===== src/rtl/mul_pkg.sv =====
// Shared types and helpers for the Booth multiplier family.
package mul_pkg;

  typedef enum logic [1:0] {
    IDLE = 2'd0,
    CALC = 2'd1,
    DONE = 2'd2
  } state_t;

  // One recoded radix-4 Booth digit: magnitude select plus sign.
  typedef struct packed {
    logic neg;
    logic one;
    logic two;
  } booth_digit_t;

  // Number of radix-4 digits needed to cover a WIDTH-bit operand
  // extended by two bits, which keeps signed and unsigned products exact.
  function automatic int iter_for(input int width);
    return width / 2 + 1;
  endfunction

endpackage


===== src/rtl/booth_digit_encoder.sv =====
// Radix-4 Booth recoder: three overlapping multiplier bits to {0, +-1, +-2}.
module booth_digit_encoder
  import mul_pkg::*;
(
  input  logic [2:0]   bits,
  output booth_digit_t digit
);

  // Map {y[2i+1], y[2i], y[2i-1]}; zero digits never set neg.
  always_comb begin
    digit = '0;
    case (bits)
      3'b001, 3'b010: digit.one = 1'b1;
      3'b011:         digit.two = 1'b1;
      3'b100: begin
        digit.two = 1'b1;
        digit.neg = 1'b1;
      end
      3'b101, 3'b110: begin
        digit.one = 1'b1;
        digit.neg = 1'b1;
      end
      default: digit = '0;
    endcase
  end

endmodule


===== src/rtl/booth_seq_multiplier.sv =====
// Iterative radix-4 Booth multiplier, one digit per clock, valid/ready on both sides.
module booth_seq_multiplier
  import mul_pkg::*;
#(
  parameter int WIDTH = 16
) (
  input  logic               clk,
  input  logic               rst_n,
  input  logic               in_valid,
  output logic               in_ready,
  input  logic               in_signed,
  input  logic [WIDTH-1:0]   x,
  input  logic [WIDTH-1:0]   y,
  output logic               out_valid,
  input  logic               out_ready,
  output logic [2*WIDTH-1:0] p,
  output logic               busy
);

  localparam int ITER = iter_for(WIDTH);
  localparam int EW   = WIDTH + 2;
  localparam int AW   = 2 * WIDTH + 4;
  localparam int CW   = $clog2(ITER);

  state_t            state;
  state_t            state_next;
  logic [AW-1:0]     mcand;
  logic [EW:0]       mult;
  logic [AW-1:0]     acc;
  logic [CW-1:0]     count;
  logic [2*WIDTH-1:0] p_reg;

  logic              accept;
  logic              last;
  logic              zero_op;
  logic [EW-1:0]     x_ext;
  logic [EW-1:0]     y_ext;
  booth_digit_t      digit;
  logic [AW-1:0]     addend_mag;
  logic [AW-1:0]     addend;
  logic [AW-1:0]     acc_sum;

  // The lowest three bits of the shifting multiplier register are the current digit.
  booth_digit_encoder u_enc (
    .bits  (mult[2:0]),
    .digit (digit)
  );

  // Operand extension and the single add that folds in +-x / +-2x.
  always_comb begin
    x_ext      = {{2{in_signed & x[WIDTH-1]}}, x};
    y_ext      = {{2{in_signed & y[WIDTH-1]}}, y};
    zero_op    = (x == '0) || (y == '0);
    addend_mag = '0;
    if (digit.two)
      addend_mag = {mcand[AW-2:0], 1'b0};
    else if (digit.one)
      addend_mag = mcand;
    addend  = digit.neg ? ~addend_mag : addend_mag;
    acc_sum = acc + addend + AW'(digit.neg);
  end

  // Next-state logic and handshake outputs, all decoded from the state register.
  always_comb begin
    state_next = state;
    in_ready   = (state == IDLE);
    out_valid  = (state == DONE);
    busy       = (state != IDLE);
    accept     = in_valid && (state == IDLE);
    last       = (state == CALC) && (count == CW'(ITER - 1));
    case (state)
      IDLE: if (accept) state_next = zero_op ? DONE : CALC;
      CALC: if (last)   state_next = DONE;
      DONE: if (out_ready) state_next = IDLE;
      default: state_next = IDLE;
    endcase
  end

  // State register.
  always_ff @(posedge clk or negedge rst_n) begin
    if (!rst_n)
      state <= IDLE;
    else
      state <= state_next;
  end

  // Datapath: latch operands on accept, then shift and accumulate one digit per cycle.
  always_ff @(posedge clk or negedge rst_n) begin
    if (!rst_n) begin
      mcand <= '0;
      mult  <= '0;
      acc   <= '0;
      count <= '0;
      p_reg <= '0;
    end else begin
      case (state)
        IDLE: begin
          if (accept) begin
            mcand <= {{(AW-EW){x_ext[EW-1]}}, x_ext};
            mult  <= {y_ext, 1'b0};
            acc   <= '0;
            count <= '0;
            if (zero_op) p_reg <= '0;
          end
        end
        CALC: begin
          acc   <= acc_sum;
          mcand <= {mcand[AW-3:0], 2'b00};
          mult  <= {2'b00, mult[EW:2]};
          count <= count + CW'(1);
          if (last) p_reg <= acc_sum[2*WIDTH-1:0];
        end
        default: ;
      endcase
    end
  end

  assign p = p_reg;

endmodule


===== config.mk =====
export PLATFORM = sky130hd
export DESIGN_NAME = booth_seq_multiplier
export DESIGN_NICKNAME = d
export VERILOG_FILES = /design/src/rtl/mul_pkg.sv /design/src/rtl/booth_digit_encoder.sv /design/src/rtl/booth_seq_multiplier.sv
export SDC_FILE = /design/constraint.sdc
export NUM_CORES = 1
export LEC_CHECK = 0
export ABC_AREA = 1
export CORE_ASPECT_RATIO = 1.4
export CORE_UTILIZATION = 25
export DETAILED_ROUTE_END_ITERATION = 6
export GPL_TIMING_DRIVEN = 1
export PLACE_DENSITY = 0.5
export SLEW_MARGIN = 15
export SYNTH_ARGS = -nofsm -noshare
export SYNTH_HDL_FRONTEND = slang
export SYNTH_SLANG_ARGS = --single-unit

===== constraint.sdc =====
create_clock -name clk -period 5.3 [get_ports clk]
set_input_delay 1.06 -clock clk [delete_from_list [all_inputs] [get_ports clk]]
set_output_delay 1.06 -clock clk [all_outputs]
set_load 0.05 [all_outputs]

==> results.md, run 1 <==
* Hold WC Path Type: reg -> reg
* DP Area at a little under 9000 sq um
* Die height at around 210 microns
* I/O Buffers at ~70
* Top_reg_cell synth: dfrtp_1
* Nets at 1156
* Drt pass-1 iters at 5
* WP data required at between 5 and 6 ns
* Die width at approximately 150 microns
* Via density at 4.688
* Critical Path Sink Type: flip-flop
* Worst-Margin Slew at approximately 0.97 ns
* Max-cap violations at 0
* Via count at 6924
* Max Clock Skew at 0.01508 ns
* Synth Warn # at 0
* Iteration-0 DRC Markers at about 500
* Die area at between 30000 and 40000 sq um
* Antenna viol nets, final at 0
* Number of antenna violations at the first check in global routing at 0
* Post-Syn Instances at between 1000 and 1500
* Synth top area cells: dfrtp_1, nand2_1, o21ai_0
* DR WL/cell at around 15 microns
* Most frequent cell after synthesis: nand2_1
* CTS max path bufs at 2
* Antenna diode count at 0
* Hold path depth at 2
* Max-Slew Margin vs Limit at between 30% and 40%
* Post-synthesis cell type count at 46
* Avg Cell Area, Syn at about 7.6 sq um
* Final instance area at ~9400 sq um
* Crit path arrival time at around 4.2 ns
* Crit path time final at 3.949 ns
* Area share of the largest cell type after synthesis at 38.63%
* Hold-fix buffers, CTS at 0
* CTS tree: built
* Worst setup SP type: flip-flop
* Synth Cell Area at 7774 sq um
* Post-DP HPWL at 16.54 mm
* Area grow syn2layout at 21.25%
* CP delay by family, top: compound AO/OA/AOI/OAI gates
* CTS H-tree lvls at 4
* Cells on worst reg2reg path at 15
* Root Driver: clkbuf_16
* Slowest CP cell: inv_1
* Overflow after GRT at 0
* Share of layout cells above drive strength 1 at around 6%
* CP peak stage delay at 0.61 ns
* FP Rows at 76
* Most frequent CP cell: o21ai_0
* Synth area leader: dfrtp_1
* DR DRC count at 0
* Starting Density at around a quarter
* Syn_nets at approximately 1100
* Number of synthesized flops with an enable pin at 0
* Slew Viols, Final at 0
* Status: complete, no violations
* Highest clock rate at about 0.25 GHz
* Critical path class: reg -> reg
* Async set-or-reset flop fraction in the synthesized netlist at 100.0%
* First-pass GRT wire length at roughly 37 mm
* Stages on worst setup path at 15
* Resized cells post-CTS at 0
* Post-CTS setup buffer count at 0
* Crit path max fanout at 30
* Final wirelength at 22.49 mm
* GR Util All Layers at between 10% and 20%
* Unrepaired setup endpoints after global routing: no
* Placer Congestion at 0.8521
* Sequential area share after synthesis at about 39%
* Clock Sink Count at 120
* Total negative slack at 0 ns
* Core footprint at 30710 sq um
* TritonCTS Buffers at 17
* Fin crit share at about three quarters
* #FFs+latches synth at 120
* Cell Chain, Critical Path: inv_1, ha_1, inv_1, o21ai_0, o21ai_0, xor2_1, ha_1, a21oi_1, o21ai_0, a21oi_1, inv_1, nand3_1, nand3_1, o21ai_0, nand2_1
* Largest net degree at the start of global routing at a little over 90
* Count of final setup violators at 0
* Number of global-route vias before repair at ~7000
* Hold Fails Final Rpt at 0
* Synth top cells by count: nand2_1, o21ai_0, dfrtp_1
* WP buf/inv at 3
* Clk slew on worst S/H paths at around 0.060 ns
* Clock latency on the worst-skew pair at around 0.44 ns
* Ports at between 70 and 80
[per-stage QoR]
step / hold slack, ns / cells / utilization, % / worst slack, ns
2_1_floorplan: 0.4483 / 1025 / - / 2.439
3_3_place_gp: 0.4646 / 1446 / 28.67 / 1.428
6_report: 0.4820 / 1477 / 30.69 / 1.351
3_5_place_dp: 0.4708 / 1446 / 28.67 / 1.310
4_1_cts: 0.4858 / 1477 / 30.69 / 1.260
5_1_grt: 0.5129 / 1477 / 30.69 / 0.9850
[placed cells by master, fill, tap and decap left out, types with 2 or more instances in the layout]
master,instances
nand2_4,2
clkinvlp_4,3
o211ai_1,27
o21ai_1,24
nand2_1,252
nor3_1,8
nand3_1,45
ha_1,43
nand2_2,7
o22ai_1,3
clkbuf_16,17
or2_1,5
dfrtp_1,120
or2_2,5
nand4_1,12
a21o_1,8
a22oi_1,15
nor2_4,2
nand3b_1,4
inv_1,98
clkdlybuf4s50_1,70
buf_4,4
xor2_1,32
o21ai_0,140
nor4_1,10
a21oi_1,42
bufinv_16,4
clkinv_2,3
xnor2_1,2
nand3_2,3
inv_2,7
o21bai_1,2
nor2_1,47
[layer usage]
metal  part of all wire [%]  track usage (%)
met1                     45            18.75
met2                     49            25.91
met3                    3.2            2.765
met4                    2.4            5.862
met5                      0                0
[path summary, 6_finish.rpt]
path / from / to / slack, ns
max: mult[0] / acc[24] / 1.35
min: acc[2] / acc[2] / 0.48
max reg2reg: mult[0] / acc[24] / 1.35
min reg2reg: acc[2] / acc[2] / 0.48
max in group asynchronous: rst_n / mcand[7] / 3.77
min in group asynchronous: rst_n / p[30] / 0.69
[worst register-to-register path, delay by kind of cell, from the launching register on]
kind / cells / cell delay, ns
adder cells (fa/ha/maj): 2 / 0.67
AO/OA/AOI/OAI: 6 / 1.31
flip-flops: 1 / 0.38
AND/OR/NAND/NOR: 3 / 0.32
XOR/XNOR: 1 / 0.26
buffers and inverters: 3 / 0.87
[layout make-up]
| class | instances | area (sq um) |
|---|---|---|
| tap | 390 | 488.0 |
| sequential | 120 | 3003 |
| fill | 3300 | 21290 |
| multi-input combinational | 756 | 4172 |
| clock inverter | 12 | 175.2 |
| inverter | 105 | 394.1 |
| timing repair buffer | 75 | 750.7 |
| clock buffer | 19 | 442.9 |
[logic make-up after synthesis]
| logic type | count (synthesis) | share of synthesized area, % |
|---|---|---|
| simple gates | 405 | 22.73 |
| compound gates | 273 | 19.93 |
| buf+inv | 149 | 7.710 |
| flops | 120 | 38.63 |
| fa+ha+maj | 44 | 7.179 |
| xor+xnor | 34 | 3.831 |
Power of run 1 is not shown: default switching activity piles up to over one toggle a cycle in this logic, so the estimate is an artifact.
==> run 2, diff against run 1 <==
==> constraint.sdc (replaced) <==
create_clock -name clk -period 3.75 [get_ports clk]
set_input_delay 0.75 -clock clk [delete_from_list [all_inputs] [get_ports clk]]
set_output_delay 0.75 -clock clk [all_outputs]
set_load 0.05 [all_outputs]
==> results.md, run 2 (synthesized netlist as in run 1, its figures left out) <==
* Commonest cells after routing, fill and taps aside: nand2_1, o21ai_0, dfrtp_1
* Slew Viols, Final at 0
* Max-cap violations at 0
* Area grow syn2layout at 22.79%
* Number of global-route vias before repair at a little under 7000
* Count of final setup violators at 0
* TritonCTS Buffers at 17
* Clock latency on the worst-skew pair at about 0.43 ns
* Hold Fails Final Rpt at 0
* Crit path time final at approximately 3.5 ns
* Share of layout cells above drive strength 1 at under 10%
* Overflow after GRT at 0
* Hold WC Path Type: in -> async
* Final cell count without fillers at 1491
* Total negative slack at 0 ns
* Clock Sink Count at between 100 and 150
* Nets at 1169
* Critical Path Sink Type: flip-flop
* Placer Congestion at 0.9092
* Die width at between 150 and 200 microns
* Worst-Margin Slew at between 0.9 and 1 ns
* I/O Buffers at 71
* CTS tree: built
* First-pass GRT wire length at between 30 and 40 mm
* Crit path arrival time at between 3 and 4 ns
* Critical path class: reg -> reg
* Finished Core Util at 31.08%
* Cells on worst reg2reg path at 18
* CTS max path bufs at 2
* FP Rows at 76
* Max-Slew Margin vs Limit at between 30% and 40%
* Iteration-0 DRC Markers at 560
* Ports at roughly 70
* Clk slew on worst S/H paths at roughly 0.060 ns
* Number of antenna violations at the first check in global routing at 0
* Starting Density at 25.31%
* Highest layer used for signal routing: met4
* Die height at 210.6 microns
* Post-DP HPWL at between 15 and 20 mm
* Antenna diode count at 0
* Final wirelength at 22.54 mm
* Fin crit share at 93.52%
* Unrepaired setup endpoints after global routing: no
* DR DRC count at 0
* Metal3 WL at roughly 600 microns
* DR WL/cell at 15.12 microns
* Die area at approximately 32000 sq um
* GR Util All Layers at between 10 and 15%
* Max Clock Skew at around 0.0089 ns
* Crit path max fanout at 6
* Highest clock rate at between 0.2 and 0.3 GHz
* Core footprint at a little over 30000 sq um
* Cells after DPL at between 1000 and 1500
* Via count at around 7000
* Fillers at 3270
* Most common cell after layout, fill and taps aside: nand2_1
* WP data required at between 4 and 5 ns
* Antenna viol nets, final at 0
* Drt pass-1 iters at 7
* Root Driver: clkbuf_16
* Worst setup SP type: flip-flop
* Via density at between 4 and 5
* Status: complete, no violations
* M1 WL at a little over 10 mm
* Largest net degree at the start of global routing at approximately 90
* CTS H-tree lvls at 4
* Met2 routed WL at roughly 11 mm
==> run 2: cell types whose count changed in the layout (fill, tap and decap cells not counted), moves of 2 or more <==
cell,delta
bufinv_16,-2
a21oi_1,-3
buf_4,+11
clkinv_4,+3
clkinv_2,-3
a21oi_2,+3
inv_6,+4
==> run 2: area by class of cell <==
| class | count | area, sq um | share of cell area, % |
|---|---|---|---|
| flip-flops and latches | 120 | 3003 | 31.46 |
| clock inverters | 14 | 161.4 | 1.691 |
| clock buffers | 18 | 439.2 | 4.601 |
| inverters | 105 | 397.9 | 4.168 |
| multi-input cells | 756 | 4198 | 43.98 |
| well taps | 390 | 488.0 | 5.112 |
| repair buffers | 87 | 853.3 | 8.940 |
| repair inverters | 1 | 5.005 | 0.05243 |
==> run 2: worst paths after layout <==
check | startpoint | end | slack, ns
setup / recovery | mult[0] | p[30] | 0.24
hold / removal | rst_n | p[21] | 0.36
setup reg to reg | mult[0] | p[30] | 0.24
hold reg to reg | p[30] | p[30] | 0.48
max in group asynchronous | rst_n | mult[1] | 2.59
min in group clk | p[30] | p[30] | 0.48
==> run 2: metrics by stage <==
stage | hold WS, ns | worst slack (ns) | instance area, sq um
after CTS | 0.3913 | 0.1016 | 9480
after global placement | 0.4700 | 0.1440 | 8880
final | 0.3558 | 0.2429 | 9545
after global routing | 0.4279 | 0.001858 | 9545
after detailed placement | 0.4728 | 0.1102 | 8880
after floorplan | 0.4483 | 0.8886 | 7774
==> run 2: timing repair <==
| item | in CTS | in global routing |
|---|---|---|
| resized for setup | 0 | 8 |
| setup buffers | 0 | 4 |
| endpoints found under the setup margin | 0 | 7 |
| hold buffers | 0 | 0 |
==> run 2: metal layers <==
metal	GRT usage [%]	vias up
li1	-	3573
met1	19.00	3241
met3	2.160	38
met5	0	-
met2	24.71	119
met4	7.000	0
==> run 2: critical path: stages (launching register included) <==
cell	delay [ns]
dfrtp_1	0.38
inv_1	0.08
ha_1	0.40
clkinvlp_2	0.26
o21ai_0	0.23
o21ai_1	0.11
xor2_1	0.18
fa_1	0.41
inv_1	0.09
nand3_1	0.07
nand2_1	0.14
nand2_1	0.07
nand2_1	0.14
nand3_1	0.10
nand2_1	0.22
nand3_1	0.15
nand3_1	0.11
nand3_1	0.10
o21ai_0	0.19
Power of run 2 is left out for the same reason.
==> run 3, diff against run 2 <==
--- a/config.mk
+++ b/config.mk
@@ -6,6 +6,7 @@
 export NUM_CORES = 1
 export LEC_CHECK = 0
 export ABC_AREA = 1
+export CAP_MARGIN = 10
 export CORE_ASPECT_RATIO = 1.4
 export CORE_UTILIZATION = 25
 export DETAILED_ROUTE_END_ITERATION = 6
==> results of run 3 <==
Same layout as run 2: the final DEF is identical, and so are final timing and power.
Power of run 3 is left out for the same reason.
